### config.mk
export PLATFORM = sky130hd
export DESIGN_NAME = keccak_sbox_share_codec
export DESIGN_NICKNAME = d
export VERILOG_FILES = /design/src/rtl/keccak_sbox_share_codec.sv
export SDC_FILE = /design/constraint.sdc
export NUM_CORES = 1
export LEC_CHECK = 0
export CAP_MARGIN = 10
export CORE_UTILIZATION = 52
export DETAILED_ROUTE_END_ITERATION = 10
export PLACE_DENSITY = 0.81
export SLEW_MARGIN = 25
export SYNTH_ARGS = -nofsm -noshare
export SYNTH_HDL_FRONTEND = slang
export SYNTH_SLANG_ARGS = --single-unit
### constraint.sdc
create_clock -name ClkxCI -period 2 [get_ports ClkxCI]
set_clock_uncertainty 0.05 [all_clocks]
set_input_delay 0.4 -clock ClkxCI [delete_from_list [all_inputs] [get_ports ClkxCI]]
set_output_delay 0.4 -clock ClkxCI [all_outputs]
set_load 0.1 [all_outputs]
### src/rtl/keccak_sbox_share_codec.sv
// rtl/keccak_sbox_share_codec.sv - Boolean share encoder/decoder harness around a DOM-masked Keccak chi row.
// One row in flight: split into shares with xorshift32 masks, wait the sbox latency, recombine.
module keccak_sbox_share_codec #(
    parameter int SHARES  = 2,
    parameter int LATENCY = 1
) (
    input  logic                                  ClkxCI,
    input  logic                                  RstxRBI,
    input  logic                                  InValidxSI,
    output logic                                  InReadyxSO,
    input  logic [4:0]                            PlainxDI,
    input  logic                                  SeedLoadxSI,
    input  logic [31:0]                           SeedxDI,
    output logic [SHARES*5-1:0]                   SharesxDO,
    output logic [(SHARES*SHARES-SHARES)/2*5-1:0] ZxDO,
    input  logic [SHARES*5-1:0]                   SboxOutxDI,
    output logic                                  OutValidxSO,
    input  logic                                  OutReadyxSI,
    output logic [4:0]                            PlainOutxDO
);
    localparam int          SW         = SHARES * 5;
    localparam int          ZW         = (SHARES * SHARES - SHARES) / 2 * 5;
    localparam logic [31:0] PRNG_RESET = 32'h0000_0001;
    localparam logic [1:0]  LAT_INIT   = 2'(LATENCY);

    typedef enum logic [1:0] {
        ST_IDLE,
        ST_WAIT,
        ST_HOLD
    } state_e;

    state_e        state_q;
    logic [1:0]    cnt_q;
    logic          in_ready_q;
    logic          out_valid_q;
    logic [4:0]    plain_out_q;
    logic [4:0]    decode_d;
    logic [31:0]   prng_q;
    logic [31:0]   prng_d;
    logic [31:0]   prng_step;
    logic [SW-1:0] shares_q;
    logic [SW-1:0] shares_d;
    logic [ZW-1:0] z_q;
    logic [ZW-1:0] z_d;
    logic          in_hs;

    function automatic logic [31:0] xorshift32(input logic [31:0] x);
        logic [31:0] t;
        t = x ^ (x << 13);
        t = t ^ (t >> 17);
        t = t ^ (t << 5);
        return t;
    endfunction

    assign in_hs     = InValidxSI & in_ready_q;
    assign prng_step = xorshift32(prng_q);

    // A seed load wins over the handshake step; the row still uses step(old R).
    always_comb begin
        prng_d = prng_q;
        if (SeedLoadxSI) begin
            prng_d = (SeedxDI == 32'd0) ? PRNG_RESET : SeedxDI;
        end else if (in_hs) begin
            prng_d = prng_step;
        end
    end

    always_comb begin : encode
        logic [4:0] mask;
        mask     = '0;
        shares_d = '0;
        for (int j = 1; j < SHARES; j++) begin
            shares_d[j*5 +: 5] = prng_step[(j-1)*5 +: 5];
            mask               = mask ^ prng_step[(j-1)*5 +: 5];
        end
        shares_d[4:0] = PlainxDI ^ mask;
        z_d           = prng_step[(SHARES-1)*5 +: ZW];
    end

    always_comb begin
        decode_d = '0;
        for (int i = 0; i < SHARES; i++) begin
            decode_d = decode_d ^ SboxOutxDI[i*5 +: 5];
        end
    end

    always_ff @(posedge ClkxCI or negedge RstxRBI) begin
        if (!RstxRBI) begin
            prng_q   <= PRNG_RESET;
            shares_q <= '0;
            z_q      <= '0;
        end else begin
            prng_q <= prng_d;
            if (in_hs) begin
                shares_q <= shares_d;
                z_q      <= z_d;
            end
        end
    end

    // Handshake flags are registered alongside the state so no input reaches an output combinationally.
    always_ff @(posedge ClkxCI or negedge RstxRBI) begin
        if (!RstxRBI) begin
            state_q     <= ST_IDLE;
            cnt_q       <= '0;
            in_ready_q  <= 1'b1;
            out_valid_q <= 1'b0;
            plain_out_q <= '0;
        end else begin
            case (state_q)
                ST_IDLE: begin
                    if (InValidxSI) begin
                        state_q    <= ST_WAIT;
                        cnt_q      <= LAT_INIT;
                        in_ready_q <= 1'b0;
                    end
                end
                ST_WAIT: begin
                    if (cnt_q != 2'd0) begin
                        cnt_q <= cnt_q - 2'd1;
                    end else begin
                        plain_out_q <= decode_d;
                        state_q     <= ST_HOLD;
                        out_valid_q <= 1'b1;
                    end
                end
                ST_HOLD: begin
                    if (OutReadyxSI) begin
                        state_q     <= ST_IDLE;
                        out_valid_q <= 1'b0;
                        in_ready_q  <= 1'b1;
                    end
                end
                default: begin
                    state_q     <= ST_IDLE;
                    out_valid_q <= 1'b0;
                    in_ready_q  <= 1'b1;
                end
            endcase
        end
    end

    assign InReadyxSO  = in_ready_q;
    assign OutValidxSO = out_valid_q;
    assign SharesxDO   = shares_q;
    assign ZxDO        = z_q;
    assign PlainOutxDO = plain_out_q;

endmodule

## Word-level counts from Yosys, hierarchy flattened

Index checks and enable logic that the tools add are counted.

| cells by class | value |
|---|---|
| equal/unequal tests | 6 |
| bitwise gates (word level) | 9 |
| multiplexer cells | 15 |
| $add $sub $neg | 1 |
| reduce and logical (&&, ||, !) cells | 10 |

Operators by type and width:

| kind | number |
|---|---|
| two-way mux 32 bit | 3 |
| bitwise XOR 32 bit | 2 |
| zero test 32 bit | 1 |
| bitwise XOR 32 x 15 -> 32 bit | 1 |
| AND reduction 3 bit | 4 |
| bitwise XOR 5 bit | 2 |
| two-way mux 2 bit | 4 |
| != test 2 bit, second input constant | 4 |
| case mux 1 bit (3 select lines) | 2 |
| case mux 2 bit (3 select lines) | 1 |
| nonzero test 2 bit | 3 |
| two-way mux 1 bit | 4 |
| case mux 2 bit (2 select lines) | 1 |
| NOT 1 bit | 3 |
| == test 2 x 1 -> 1 bit, second input constant | 1 |
| == test 2 bit, second input constant | 1 |
| zero test 2 bit | 1 |
| AND reduction 2 bit | 1 |
| subtractor 2 x 1 -> 2 bit, second input constant | 1 |
| bitwise AND 1 bit | 1 |

| word-level totals | value |
|---|---|
| input bits | 52 |
| logic and storage cells | 49 |
| output and inout port bits | 22 |
| register bits after elaboration | 58 |

## Depth between registers and ports, before layout

Gate-level depths: netlist of run 1.

| logic depth | value |
|---|---|
| word-level depth | 5 |
| depth in mapped cells | 6 |
| depth with buffers taken out | 5 |

## Least setup slack after synthesis of run 1

OpenSTA, ideal clock, no wires.

| timing path | value |
|---|---|
| kind | register -> register |
| start | register in_ready_q (netlist: InReadyxSO) |
| end | register prng_q[19] |
| clock period less this slack | 1,895 ps |
| arrival | 1,763 ps |
| required time | 1,868 ps |
| path slack | 105 ps |
| buffers on the path | 1 |
| stages on the path, launching flop included | 5 |
| setup time | 82 ps |
| cell sequence | dfstp_2 nand2_1 clkbuf_1 or3_1 a31oi_1 |

| between the ends | value |
|---|---|
| word-level cells in the longest chain between the ends | 2 |

RTL lines:

| what | line | RTL |
|---|---|---|
| start, declared | 34 | `logic in_ready_q;` |
| start signal, assigned | 106 | `in_ready_q <= 1'b1;` |
| start signal, assigned | 115 | `in_ready_q <= 1'b0;` |
| start signal, assigned | 131 | `in_ready_q <= 1'b1;` |
| bitwise AND 1 bit | 55 | `assign in_hs = InValidxSI & in_ready_q;` |
| nonzero test 2 bit (no line) | n/a |  |
| end signal, assigned | 93 | `prng_q <= prng_d;` |
| end, declared | 38 | `logic [31:0] prng_q;` |

Every way passes these cells.
A chain may end at the register's enable or synchronous reset.

## Worst setup path in the final report of run 1

| timing path | value |
|---|---|
| start | register prng_q[5] |
| end | register prng_q[10] |

| between the ends | value |
|---|---|
| word-level cells in the longest chain between the ends | 5 |

RTL lines:

| what | line | RTL |
|---|---|---|
| bitwise XOR 32 bit | 49 | `t = x ^ (x << 13);` |
| bitwise XOR 32 x 15 -> 32 bit | 50 | `t = t ^ (t >> 17);` |
| bitwise XOR 32 bit | 51 | `t = t ^ (t << 5);` |
| two-way mux 32 bit | 63 | `end else if (in_hs) begin` |
| two-way mux 32 bit | 61 | `if (SeedLoadxSI) begin` |

Every way passes these cells. The select of a mux whose other input is x is not followed.

==> summary.md, run 1 <==
| Metric | Value |
|---|---|
| Netlist cell types | 36 |
| Via count | 2806 |
| Largest delay share family, worst path | XOR/XNOR gates |
| Fin Setup TNS | 0 ns |
| Final Wtd Congestion | 0.953 |
| Vias in the first global route | 2814 |
| Setup Fix Bufs, Post-CTS | 0 |
| Worst path slowest cell | dfrtp_1 |
| YS warnings | 0 |
| Worst Max-Slew Pin Slew | between 0.4 and 0.5 ns |
| Die Span Y | between 80 and 90 um |
| CTS Buf Count | 9 |
| Hold Buf Count CTS | 0 |
| Initial Util | 0.552 |
| # fillers | just over 500 |
| Xor-xnor portion of the synthesized cell area | 0.300 |
| Critical path class | reg2reg |
| Max VDD drop | 0.00155 V |
| Post-synthesis sequential area ratio | 0.406 |
| Mux contribution to synthesized area | 0.00629 |
| RSZ-0062 raised after global routing | no |
| Fin crit share | 0.913 |
| CTS max path bufs | 2 |
| WL final | ~8600 um |
| Final worst-path setup slack | 0.174 ns |
| Outcome | finished with violations |
| Layout cell share with drive strength beyond 1 | 0.134 |
| DP HPWL | 6230 um |
| CP Data Arrival Time | approximately 2.1 ns |
| DP Cell Count | 486 |
| Fin crit period | 1.83 ns |
| DP Area | 4340 sq um |
| Final hold violations | 2 |
| Compound-cell area share of the yosys netlist | 0.108 |
| Biggest cell delay along the critical path | ~0.52 ns |
| DIE AREA | approximately 7200 sq um |
| Final routed DRC violation total | 0 |
| Pin count of the biggest net entering global routing | 69 |
| Skew-Pair Late Insertion Delay | 0.35 ns |
| Ant diodes | 0 |
| Synth-to-layout area growth | 26.8% |
| Sequential Area | roughly 1500 sq um |
| Reg2Reg Setup Slack | between 0.15 and 0.2 ns |
| Multi-input logic area | 1980 sq um |
| Max-Cap Viols | 0 |
| Vias/cell | 5.60 |
| Placement Rows | 29 |
| Largest family of logic cells by synthesized area | XOR/XNOR gates |
| Hold slack | -0.00532 ns |
| Fmax | 548 MHz |
| Post-Syn Instances | 353 |
| Leak | just over 2 nW |
| Die width | about 85 um |
| Drt first pass iters | 4 |
| Root Buffer Master | clkbuf_8 |
| Crit path cell chain | xnor3_1 -> xor2_1 -> or3_1 -> a31oi_1 |
| Place WS | 0.0548 ns |
| Core Area | 6490 sq um |
| WP data required | 2.22 ns |
| Power Density | 1640 nW/um^2 |
| Gr usage total | 0.258 |
| Adder-cell share of the synthesized area | 0.00349 |
| Fin nets | roughly 470 |
| Initial antenna violation count | 0 |
| Worst-path clk slew | 0.06 ns |
| CP Buf/Inv Count | 0 |
| Failing checks | negative hold slack |
| Max Fanout on Critical Path | 6 |
| Critical path launch point type | flop |
| Worst min-delay path class | in2async |
| Port bufs | 73 |
| Worst Setup End Kind | flop |
| Post-CTS sizing | 0 |
| H-Tree Depth | 3 |
| Final Setup Violations | 0 |
| Detailed-route wire length per cell | 17.1 um |
| Post-Synth Simple-Gate Area | 0.133 |
| First-pass GRT wire length | approximately 14000 um |
| Overflow left after global routing | 0 |
| Yosys reg bits | 58 |
| Starting DRT DRC Count | about 160 |
| Post-DRT Antenna Nets | 0 |
| Relative slew slack | 0.678 |
| Cell Area, Synth | 3580 sq um |
| Syn Area/Cell | approximately 10 sq um |
| Clock sinks | 58 |
| CTS tree | yes |
| Fin area | 4540 sq um |
| # IOs | 74 |
| Fin. max-slew vios | 0 |
| Syn nets | 406 |
| Cell Count, Final, Fillers Out | 501 |
## metal layers
layer,share of wire,vias up,global-route usage
li1,-,1322,-
met1,0.43,1371,0.344
met2,0.48,90,0.405
met3,0.061,23,0.0642
met4,0.033,0,0.108
met5,0,-,0
## worst paths after layout
path / from / cells after the start / to
worst min-delay path: RstxRBI / 2 / prng_q[31]
worst max-delay path: prng_q[5] / 4 / prng_q[10]
worst min register to register: PlainOutxDO[2] / 2 / PlainOutxDO[2]
worst max register to register: prng_q[5] / 4 / prng_q[10]
max in group asynchronous: RstxRBI / 2 / InReadyxSO
min in group ClkxCI: PlainOutxDO[2] / 2 / PlainOutxDO[2]
## layout by cell type, fill, tap and decap left out, drive strengths merged, types with 11 or more instances in the layout
cell	count
xnor2	45
or3	11
buf	33
xor2	12
o21ai	46
nor2	46
nand2	37
xnor3	24
clkdlybuf4s50	50
a31oi	11
dfrtp	56
## cell type report
| type | instances | share of cell area |
|---|---|---|
| Clock inverter | 6 | 0.0182 |
| Timing Repair Buffer | 83 | 0.175 |
| Inverter | 4 | 0.00330 |
| Tap cell | 77 | 0.0212 |
| Sequential cell | 58 | 0.320 |
| Multi-Input combinational cell | 264 | 0.435 |
| Clock buffer | 9 | 0.0273 |
## flip-flops by register name (all words and copies together) (netlist names)
register and flops:
PlainOutxDO 5, SharesxDO 10, prng_q 32, state_q 2
cnt_q 2, InReadyxSO 1, OutValidxSO 1, ZxDO 5
## metrics by stage
step | total power [mW] | util
CTS | 7.47 | 0.699
detailed placement | 6.28 | 0.668
global placement | 6.16 | 0.668
floorplan | 5.33 | -
finish | 7.44 | 0.699
global route | 7.82 | 0.699
## cells in the mapped netlist
master / number / area share
dfstp_2: 2 / 0.015
o21a_1: 1 / 0.0021
mux2_2: 2 / 0.0063
nand3_1: 1 / 0.0014
inv_1: 3 / 0.0031
xor2_1: 12 / 0.029
ha_1: 1 / 0.0035
nor3_1: 1 / 0.0014
clkbuf_1: 15 / 0.016
buf_2: 5 / 0.0070
o21ai_0: 46 / 0.064
xnor3_1: 22 / 0.14
a21o_1: 1 / 0.0021
a21oi_1: 4 / 0.0056
or3_1: 11 / 0.019
a211oi_1: 1 / 0.0021
a31oi_1: 11 / 0.019
nand2_1: 37 / 0.039
a21boi_0: 1 / 0.0021
buf_6: 4 / 0.013
and2_1: 1 / 0.0017
buf_1: 1 / 0.0010
or4b_2: 1 / 0.0028
nor4_1: 8 / 0.014
o31ai_1: 4 / 0.0084
clkbuf_2: 2 / 0.0028
clkinv_1: 1 / 0.0010
o22a_1: 1 / 0.0024
xnor3_2: 2 / 0.013
nand4_1: 2 / 0.0035
xor3_1: 1 / 0.0066
xnor2_2: 1 / 0.0045
nor2_1: 46 / 0.048
nor3b_1: 1 / 0.0021
xnor2_1: 44 / 0.11
dfrtp_1: 56 / 0.39
## power breakdown
| group | switching, mW | leakage [nW] | internal (mW) |
|---|---|---|---|
| sequential | 0.414 | 0.689 | 1.57 |
| combinational | 2.69 | 1.23 | 1.60 |
| clock | 0.474 | 0.105 | 0.686 |
## cell families after synthesis
logic type / Yosys count
AO/OA/AOI/OAI: 70
XOR/XNOR: 82
adder cells (fa/ha/maj): 1
buffers and inverters: 31
flip-flops: 58
multiplexers: 2
AND/OR/NAND/NOR: 109
No activity file was read; power rests on OpenSTA's default activity.
==> inputs of run 2 (changes only) <==
--- a/config.mk
+++ b/config.mk
@@ -6,9 +6,11 @@
 export NUM_CORES = 1
 export LEC_CHECK = 0
 export CAP_MARGIN = 10
-export CORE_UTILIZATION = 52
+export CORE_UTILIZATION = 51
 export DETAILED_ROUTE_END_ITERATION = 10
-export PLACE_DENSITY = 0.81
+export MAX_ROUTING_LAYER = met4
+export PLACE_DENSITY = 0.8
+export RECOVER_POWER = 100
 export SLEW_MARGIN = 25
 export SYNTH_ARGS = -nofsm -noshare
 export SYNTH_HDL_FRONTEND = slang
==> run 2 against run 1 <==
- the run ends with max-capacitance violations left
- register-to-register slack about the same
- total power decreased by 3.4%
- clock-buffer cell count increased by 2
- routed wire length decreased by 0.33%
- core utilization decreased by 3.7 points
- global-route usage increased by 0.34 points
- sequential cell count unchanged
- hold slack improved by 0.36 ns
- cell area decreased by 0.91%
- critical path type unchanged
- largest cell class unchanged
- largest power group unchanged
==> summary.md, run 2 (synthesized netlist as in run 1, its figures left out) <==
| Metric | Value |
|---|---|
| Hold Buf Count CTS | 0 |
| Skew-Pair Late Insertion Delay | 0.34 ns |
| Fin Setup TNS | 0 ns |
| Drt first pass iters | 4 |
| Max VDD drop | between 0.0015 and 0.002 V |
| Outcome | finished with violations |
| Gr usage total | 0.261 |
| Initial antenna violation count | 0 |
| Switching share of power | 0.493 |
| Reg-to-Reg End | prng_q[5] |
| Final worst-path setup slack | 0.162 ns |
| Fin crit period | 1.84 ns |
| DP HPWL | 6420 um |
| Vias/cell | roughly 5.3 |
| Comb pwr share | 0.570 |
| Port bufs | 73 |
| Fin area | ~4500 sq um |
| WP data required | 2.19 ns |
| Most common cell after layout, fill and taps aside | dfrtp_1 |
| RSZ-0062 raised after global routing | no |
| Worst Setup End Kind | flop |
| Ant diodes | 0 |
| Final hold violations | 0 |
| Core Area | 6790 sq um |
| Max Fanout on Critical Path | 3 |
| Critical path launch point type | flop |
| Root Buffer Master | clkbuf_8 |
| Post-CTS sizing | 0 |
| DP Cell Count | 510 |
| Reg2Reg Setup Slack | 0.16 ns |
| Vias in the first global route | 2778 |
| Pwr Total | 7.19 mW |
| Layout cell share with drive strength beyond 1 | 0.126 |
| Setup Fix Bufs, Post-CTS | 0 |
| Worst Max-Slew Pin Slew | 1.49 ns |
| Critical path class | reg2reg |
| Worst-path clk slew | 0.07 ns |
| Die Span Y | between 80 and 90 um |
| Place WS | 0.0333 ns |
| Power Density | approximately 1600 nW/um^2 |
| Fmax | 544 MHz |
| CP endpoint | prng_q[5] |
| Reg2reg path depth | 4 |
| CTS max path bufs | 2 |
| Clock share of power | 0.155 |
| DIE AREA | 7360 sq um |
| Final Setup Violations | 0 |
| Die width | 85.8 um |
| Final core occ | 0.663 |
| CTS tree | yes |
| Most frequent cells in the layout | 56 x dfrtp_1, 48 x clkdlybuf4s50_1, 46 x nor2_1, 46 x o21ai_0, 44 x xnor2_1 |
| Hold slack | 0.355 ns |
| Fin. max-slew vios | 0 |
| Final routed DRC violation total | 0 |
| First-pass GRT wire length | 13900 um |
| Detailed-route wire length per cell | 16.2 um |
| Switching power | 3.54 mW |
| Via count | 2790 |
| # IOs | 74 |
| Cell Count, Final, Fillers Out | approximately 530 |
| FF-to-FF Start | prng_q[0] |
| Max-Cap Viols | 1 |
| CP Data Arrival Time | 2.03 ns |
| Starting DRT DRC Count | 189 |
| Placement Rows | 30 |
| WL final | 8530 um |
| CTS Buf Count | 9 |
| Fin nets | 478 |
| Synth-to-layout area growth | 25.7% |
| Failing checks | max-capacitance violations |
| # fillers | 545 |
| Relative slew slack | 0.00363 |
| Pin count of the biggest net entering global routing | 47 |
| Reg power frac | 0.275 |
| Final Wtd Congestion | 0.909 |
| Launch point of the worst path | prng_q[0] |
| Initial Util | 0.527 |
| Fin crit share | 0.919 |
| H-Tree Depth | 3 |
| DP Area | 4400 sq um |
| Overflow left after global routing | 0 |
| Leak | 2.01 nW |
| Internal | approximately 3.6 mW |
| Post-DRT Antenna Nets | 0 |
| Worst min-delay path class | in2async |
| Largest register by flop count | prng_q |
| Clock sinks | 58 |
| Max FFs per register | 32 |
## run 2: power by group through the flow
stage	logic [mW]	clock network (mW)	registers (mW)
floorplan	1.98	0	3.35
global placement	4.19	0	2.00
detailed placement	4.28	0	2.01
CTS	4.31	1.13	2.00
global route	4.36	1.19	2.04
finish	4.10	1.11	1.98
## run 2: worst min-delay path by stage
stage / startpoint / endpoint / slack, ns / depth (start not counted)
4_1_cts: RstxRBI / prng_q[25] / 0.03 / 1
5_1_grt: RstxRBI / prng_q[25] / 0.45 / 1
3_5_place_dp: RstxRBI / prng_q[25] / 0.39 / 1
2_1_floorplan: RstxRBI / OutValidxSO / 0.05 / 0
3_3_place_gp: RstxRBI / prng_q[25] / 0.39 / 1
6_report: RstxRBI / prng_q[25] / 0.36 / 1
## run 2: critical path, cell delays in order, from the launching register on
cell	delay, ns
dfstp_1	0.62
xnor3_1	0.55
xor2_1	0.19
nor2_1	0.08
o31ai_1	0.25
## run 2: per-layer routing
layer | part of all wire | track usage
met1 | 0.44 | 0.338
met2 | 0.47 | 0.399
met3 | 0.058 | 0.0443
met4 | 0.038 | 0.136
met5 | 0 | -
## run 2: cell type report
class	count	area [sq um]	area share
clock buffer	11	151	0.0336
clock inverter	5	52.6	0.0117
inverter	4	15.0	0.00334
multi-input combinational	264	1970	0.438
sequential	58	1450	0.323
tap	96	120	0.0267
timing repair buffer	88	738	0.164
